==> src/rtl/multi_cycle_ctrl.sv <==
// multi_cycle_ctrl: control unit for a multi-cycle CPU.
// Sequences each instruction through IF/ID/EXE/MEM/WB states and drives the
// datapath muxes, the write enables and the 3-bit ALUOp. Branches resolve in
// EXE_BR from the ALU Zero flag.
//
// Ports:
//   CLK, Reset        rising-edge clock, synchronous active-high reset
//   opcode[5:0]       IR[31:26], stable from the cycle after IF
//   Zero              ALU zero flag
//   PCWre, PCSrc[1:0] PC write enable / next-PC select (00 +4, 01 branch, 10 jump)
//   IRWre, InsMemRW   instruction register write, instruction memory read
//   ALUSrcA/B, ALUOp  ALU operand selects and operation
//   ExtSel            0 zero-extend, 1 sign-extend
//   RegDst, RegWre    register file destination select and write enable
//   DBDataSrc         write-back source (0 ALU, 1 memory)
//   mRD, mWR          data memory read / write
//   halted            high while in HALT
//
// Outputs are combinational from state, opcode and Zero, and are all forced
// low while Reset is high.
//
// Build option: define CTRL_BNE_EN to decode opcode 110101 as bne.

module multi_cycle_ctrl (
  input  logic       CLK,
  input  logic       Reset,
  input  logic [5:0] opcode,
  input  logic       Zero,
  output logic       PCWre,
  output logic [1:0] PCSrc,
  output logic       IRWre,
  output logic       InsMemRW,
  output logic       ALUSrcA,
  output logic       ALUSrcB,
  output logic [2:0] ALUOp,
  output logic       ExtSel,
  output logic       RegDst,
  output logic       RegWre,
  output logic       DBDataSrc,
  output logic       mRD,
  output logic       mWR,
  output logic       halted
);

  localparam int unsigned OP_W    = 6;
  localparam int unsigned ALUOP_W = 3;
  localparam int unsigned PCSRC_W = 2;

  localparam logic [OP_W-1:0] OP_ADD  = 6'b000000;
  localparam logic [OP_W-1:0] OP_SUB  = 6'b000001;
  localparam logic [OP_W-1:0] OP_ADDI = 6'b000010;
  localparam logic [OP_W-1:0] OP_OR   = 6'b010000;
  localparam logic [OP_W-1:0] OP_AND  = 6'b010001;
  localparam logic [OP_W-1:0] OP_ORI  = 6'b010010;
  localparam logic [OP_W-1:0] OP_SLL  = 6'b011000;
  localparam logic [OP_W-1:0] OP_SLT  = 6'b100110;
  localparam logic [OP_W-1:0] OP_SW   = 6'b110000;
  localparam logic [OP_W-1:0] OP_LW   = 6'b110001;
  localparam logic [OP_W-1:0] OP_BEQ  = 6'b110100;
`ifdef CTRL_BNE_EN
  localparam logic [OP_W-1:0] OP_BNE  = 6'b110101;
`endif
  localparam logic [OP_W-1:0] OP_J    = 6'b111000;
  localparam logic [OP_W-1:0] OP_HALT = 6'b111111;

  localparam logic [ALUOP_W-1:0] ALU_ADD = 3'b000;
  localparam logic [ALUOP_W-1:0] ALU_SUB = 3'b001;
  localparam logic [ALUOP_W-1:0] ALU_SLT = 3'b010;
  localparam logic [ALUOP_W-1:0] ALU_OR  = 3'b011;
  localparam logic [ALUOP_W-1:0] ALU_AND = 3'b100;
  localparam logic [ALUOP_W-1:0] ALU_SLL = 3'b101;

  localparam logic [PCSRC_W-1:0] PC_PLUS4  = 2'b00;
  localparam logic [PCSRC_W-1:0] PC_BRANCH = 2'b01;
  localparam logic [PCSRC_W-1:0] PC_JUMP   = 2'b10;

  // Nine states do not fit in three bits, so the register is four bits wide.
  typedef enum logic [3:0] {
    S_IF      = 4'd0,
    S_ID      = 4'd1,
    S_EXE_AL  = 4'd2,
    S_WB_AL   = 4'd3,
    S_EXE_BR  = 4'd4,
    S_EXE_MEM = 4'd5,
    S_MEM     = 4'd6,
    S_WB_LD   = 4'd7,
    S_HALT    = 4'd8
  } state_t;

  state_t state_q, state_d;

  logic                is_rtype, is_imm, is_sw, is_lw, is_br, is_bne, is_j, is_halt;
  logic [ALUOP_W-1:0]  dec_alu_op;
  logic                dec_src_a, dec_src_b, dec_ext;

  // Opcode decode: instruction class plus EXE-stage ALU controls.
  always_comb begin
    is_rtype   = 1'b0;
    is_imm     = 1'b0;
    is_sw      = 1'b0;
    is_lw      = 1'b0;
    is_br      = 1'b0;
    is_bne     = 1'b0;
    is_j       = 1'b0;
    is_halt    = 1'b0;
    dec_alu_op = ALU_ADD;
    dec_src_a  = 1'b0;
    dec_src_b  = 1'b0;
    dec_ext    = 1'b0;
    case (opcode)
      OP_ADD:  is_rtype = 1'b1;
      OP_SUB:  begin is_rtype = 1'b1; dec_alu_op = ALU_SUB; end
      OP_OR:   begin is_rtype = 1'b1; dec_alu_op = ALU_OR;  end
      OP_AND:  begin is_rtype = 1'b1; dec_alu_op = ALU_AND; end
      OP_SLT:  begin is_rtype = 1'b1; dec_alu_op = ALU_SLT; end
      OP_SLL:  begin is_rtype = 1'b1; dec_alu_op = ALU_SLL; dec_src_a = 1'b1; end
      OP_ADDI: begin is_imm = 1'b1; dec_src_b = 1'b1; dec_ext = 1'b1; end
      OP_ORI:  begin is_imm = 1'b1; dec_src_b = 1'b1; dec_alu_op = ALU_OR; end
      OP_SW:   is_sw = 1'b1;
      OP_LW:   is_lw = 1'b1;
      OP_BEQ:  is_br = 1'b1;
`ifdef CTRL_BNE_EN
      OP_BNE:  begin is_br = 1'b1; is_bne = 1'b1; end
`endif
      OP_J:    is_j = 1'b1;
      OP_HALT: is_halt = 1'b1;
      default: ;
    endcase
  end

  // State register; Reset returns to IF from any state, including HALT.
  always_ff @(posedge CLK) begin
    if (Reset) state_q <= S_IF;
    else       state_q <= state_d;
  end

  // Next state and control outputs.
  always_comb begin
    state_d   = state_q;
    PCWre     = 1'b0;
    PCSrc     = PC_PLUS4;
    IRWre     = 1'b0;
    InsMemRW  = 1'b0;
    ALUSrcA   = 1'b0;
    ALUSrcB   = 1'b0;
    ALUOp     = ALU_ADD;
    ExtSel    = 1'b0;
    RegDst    = 1'b0;
    RegWre    = 1'b0;
    DBDataSrc = 1'b0;
    mRD       = 1'b0;
    mWR       = 1'b0;
    halted    = 1'b0;

    case (state_q)
      S_IF: begin
        IRWre    = 1'b1;
        InsMemRW = 1'b1;
        state_d  = S_ID;
      end
      S_ID: begin
        if (is_j) begin
          PCWre   = 1'b1;
          PCSrc   = PC_JUMP;
          state_d = S_IF;
        end else if (is_halt) begin
          state_d = S_HALT;
        end else if (is_br) begin
          state_d = S_EXE_BR;
        end else if (is_sw || is_lw) begin
          state_d = S_EXE_MEM;
        end else if (is_rtype || is_imm) begin
          state_d = S_EXE_AL;
        end else begin
          // Unrecognised opcode retires as a nop.
          PCWre   = 1'b1;
          state_d = S_IF;
        end
      end
      S_EXE_AL: begin
        ALUOp   = dec_alu_op;
        ALUSrcA = dec_src_a;
        ALUSrcB = dec_src_b;
        ExtSel  = dec_ext;
        state_d = S_WB_AL;
      end
      S_WB_AL: begin
        RegWre  = 1'b1;
        RegDst  = is_rtype;
        PCWre   = 1'b1;
        state_d = S_IF;
      end
      S_EXE_BR: begin
        // bne inverts the sense of Zero.
        ALUOp   = ALU_SUB;
        PCWre   = 1'b1;
        PCSrc   = (Zero ^ is_bne) ? PC_BRANCH : PC_PLUS4;
        state_d = S_IF;
      end
      S_EXE_MEM: begin
        ALUSrcB = 1'b1;
        ExtSel  = 1'b1;
        state_d = S_MEM;
      end
      S_MEM: begin
        if (is_sw) begin
          mWR     = 1'b1;
          PCWre   = 1'b1;
          state_d = S_IF;
        end else begin
          mRD     = 1'b1;
          state_d = S_WB_LD;
        end
      end
      S_WB_LD: begin
        RegWre    = 1'b1;
        DBDataSrc = 1'b1;
        PCWre     = 1'b1;
        state_d   = S_IF;
      end
      S_HALT: begin
        halted  = 1'b1;
      end
      default: state_d = S_IF;
    endcase

    // Every control is held inactive while Reset is asserted.
    if (Reset) begin
      PCWre     = 1'b0;
      PCSrc     = PC_PLUS4;
      IRWre     = 1'b0;
      InsMemRW  = 1'b0;
      ALUSrcA   = 1'b0;
      ALUSrcB   = 1'b0;
      ALUOp     = ALU_ADD;
      ExtSel    = 1'b0;
      RegDst    = 1'b0;
      RegWre    = 1'b0;
      DBDataSrc = 1'b0;
      mRD       = 1'b0;
      mWR       = 1'b0;
      halted    = 1'b0;
    end
  end

endmodule

==> config.mk <==
export PLATFORM = sky130hd
export DESIGN_NAME = multi_cycle_ctrl
export DESIGN_NICKNAME = d
export VERILOG_FILES = /design/src/rtl/multi_cycle_ctrl.sv
export SDC_FILE = /design/constraint.sdc
export NUM_CORES = 1
export LEC_CHECK = 0
export CORE_MARGIN = 1.5
export CORE_UTILIZATION = 25
export DETAILED_ROUTE_END_ITERATION = 7
export PLACE_DENSITY = 0.58
export SYNTH_ARGS = -nofsm -noshare
export SYNTH_HDL_FRONTEND = slang
export SYNTH_SLANG_ARGS = --single-unit
==> constraint.sdc <==
create_clock -name CLK -period 4 [get_ports CLK]
set_input_delay 0.4 -clock CLK [delete_from_list [all_inputs] [get_ports CLK]]
set_output_delay 0.4 -clock CLK [all_outputs]
set_load 0.005 [all_outputs]
==> results.py <==
metrics = {
    "outcome": {
        "status": "finished, final reports clean",
    },
    "die": {
        "die_area_mm2": 0.002987,
        "die_w_um": 54.65,
        "start_util": 0.2668,
        "chipHeight_um": 54.65,
        "rows": 18,
        "core_area_mm2": 0.002500,
        "pin_count": 26,
    },
    "worst_setup_path": {
        "critPathMostFrequentCell": "clkdlybuf4s50_1",
        "end_kind": "output pin",
        "crit_type": "in2out",
        "crit_required_ns": 3.60,
        "crit_chain": "clkdlybuf4s50_1 > nand2b_1 > a2111oi_1 > nor2_1 > nor3b_1 > clkdlybuf4s50_1",
        "crit_path_start_kind": "primary input",
        "crit_path_top_delay_cell": "clkdlybuf4s50_1",
        "slowest_delay_ns": 0.59,
        "crit_cells": 6,
        "r2r_cells": 4,
        "critPathBufInv": 2,
        "arrival_ns": 2.68,
        "critical-path-top-delay-family": "buffers and inverters",
        "critical_path.max_fanout": 11,
    },
    "worst_hold_path": {
        "hp-class": "reg2reg",
        "min_path_cells": 2,
    },
    "timing": {
        "clock-skew-final_ns": 0.004468,
        "tightest_slew_ns": 0.5388,
        "grt_setup_unrepaired": "false",
        "fin_crit_sh": 0.7690,
        "slew_headroom": 0.6399,
        "period_needed_ns": 3.076,
        "setup-violations-final": 0,
        "fmax_mhz": 325.1,
        "setup_tns_ns": 0,
        "slew_violations": 0,
        "finalHoldViolations": 0,
    },
    "route": {
        "drt_iter0_markers": 36,
        "viasPerCell": 5.428,
        "totalWireLength_mm": 1.920,
        "ant_nets": 0,
        "firstDrtPassIters": 4,
        "drc": 0,
        "route.vias.total": 787,
        "wl_per_cell_um": 13.24,
    },
    "yosys": {
        "netlist.area_leader.share": 0.1201,
        "seq_area_frac_synth": 0.1201,
        "ys_ff_latch": 4,
        "synth_edf_count": 0,
        "synthCells": 95,
        "syn_nets": 104,
        "syn_area_per_cell_um2": 7.020,
        "netlist_area_um2": 666.9,
        "ys.flop_type": "dfxtp_1",
        "synth_area_leaders": "dfxtp_1, nor2_1, a21oi_1",
        "async_flop_share": 0,
        "synth_cell_type_count": 45,
        "synth_warnings": 0,
        "yosysTopAreaCell": "dfxtp_1",
    },
    "clock_tree": {
        "clk_path_buf_depth": 2,
        "post_cts_buffers": 0,
        "cts_root_buf": "clkbuf_4",
        "cts_tree": "built",
        "cts-resized-gates": 0,
        "cts.sinks": 4,
        "clk_pin_slew_ns": 0.03,
        "clock_latency_ns": 0.23,
        "hold_buffers": 0,
        "cts_htree_levels": 1,
        "cts_made_buffers": 3,
    },
    "layout": {
        "ff_latch_area_um2": 80.08,
        "final_cells": 145,
        "utilization": 0.3764,
        "num_antenna_cells": 0,
        "multi_input_area_um2": 550.5,
        "largest_reg_flops": 4,
        "top_register": "state_q",
        "top_regs": "state_q (4)",
        "final_layout_size_suffix_gt1_frac": 0.08696,
        "final_nets": 126,
        "fillers": 263,
        "area_growth_pct": 41.09,
    },
    "placed_design": {
        "dp_cells": 142,
        "gp_congestion": 0.7973,
        "portBuffers": 25,
        "dp_hpwl_mm": 1.504,
    },
    "global_route": {
        "grt_usage": 0.1371,
        "grt_max_degree": 16,
        "grt.overflow.total": 0,
        "antenna_found_initial": 0,
        "grt_pass1_wl_mm": 3.084,
        "first_global_vias": 687,
    },
    "job": {
        "drv_cap": 0,
    },
    "pwr": {
        "leakage_nw": 0.3273,
        "power_density_mw_per_mm2": 161.7,
        "power.total_w": 0.0001522,
        "vdd.ir_drop.worst_v": 0.00007963,
    },
}
## Yosys cell counts, types with 2 or more instances
library cell,number
a21o_1,2
a21oi_1,6
and2_1,4
and3_1,3
buf_1,2
buf_2,2
clkbuf_1,3
dfxtp_1,4
nand2_1,7
nand2b_1,3
nand3_1,5
nand4b_1,2
nor2_1,9
nor2b_1,3
nor3_1,3
nor3b_1,2
nor4_1,2
o21ai_0,4
o31ai_1,2
or3b_2,2
## logic make-up after synthesis
kind of cell           synth area share
XOR/XNOR                        0.01314
AND/OR/NAND/NOR                  0.5685
AO/OA/AOI/OAI                    0.2439
buffers and inverters           0.05442
flip-flops                       0.1201
## cell usage in the layout, fill, tap and decap left out, types with 4 or more instances in the layout
master           count
a21oi_1              6
o21ai_0              4
nand3_1              5
nor2_1               9
dfxtp_1              4
clkdlybuf4s50_1     25
nand2_1              7
and2_1               4
## metrics by stage
stage	instance area [um2]	hold WS (ns)	setup slack, ns
floorplan	666.9	0.5982	2.130
global placement	918.4	0.6784	0.9396
detailed placement	918.4	0.6901	0.9366
CTS	940.9	0.6937	0.9358
global route	940.9	0.7419	0.7316
finish	940.9	0.7002	0.9238
## where the power goes
group,total [W],leakage [nW],switching (W),internal (W)
clock,0.0000487,0.0138,0.0000153,0.0000335
sequential,0.0000479,0.0326,0.00000578,0.0000421
combinational,0.0000556,0.281,0.0000279,0.0000277
## final timing paths
kind              start         end  slack, ns
max           opcode[0]      RegDst       0.92
min          state_q[3]  state_q[0]       0.70
max reg2reg  state_q[0]  state_q[1]       2.17
min reg2reg  state_q[3]  state_q[0]       0.70
## worst min-delay path, cell delays in order, from the launching register on
cell     delay [ns]
dfxtp_1        0.45
a211o_1        0.14
a21oi_1        0.06
## final cells by class
type,instances,area share
clock buffers,3,0.02394
well taps,30,0.03989
multi-input cells,83,0.5851
flip-flops and latches,4,0.08511
repair buffers,25,0.2660
## per-layer routing
layer  vias to the layer above  track usage  share of wire
met5                         -            0              0
met4                         0      0.03750              0
met3                         0     0.002732          0.030
met2                        17       0.2262           0.51
met1                       368       0.1935           0.46
li1                        402            -              -
Note: power is estimated with default switching activity, not from simulation.
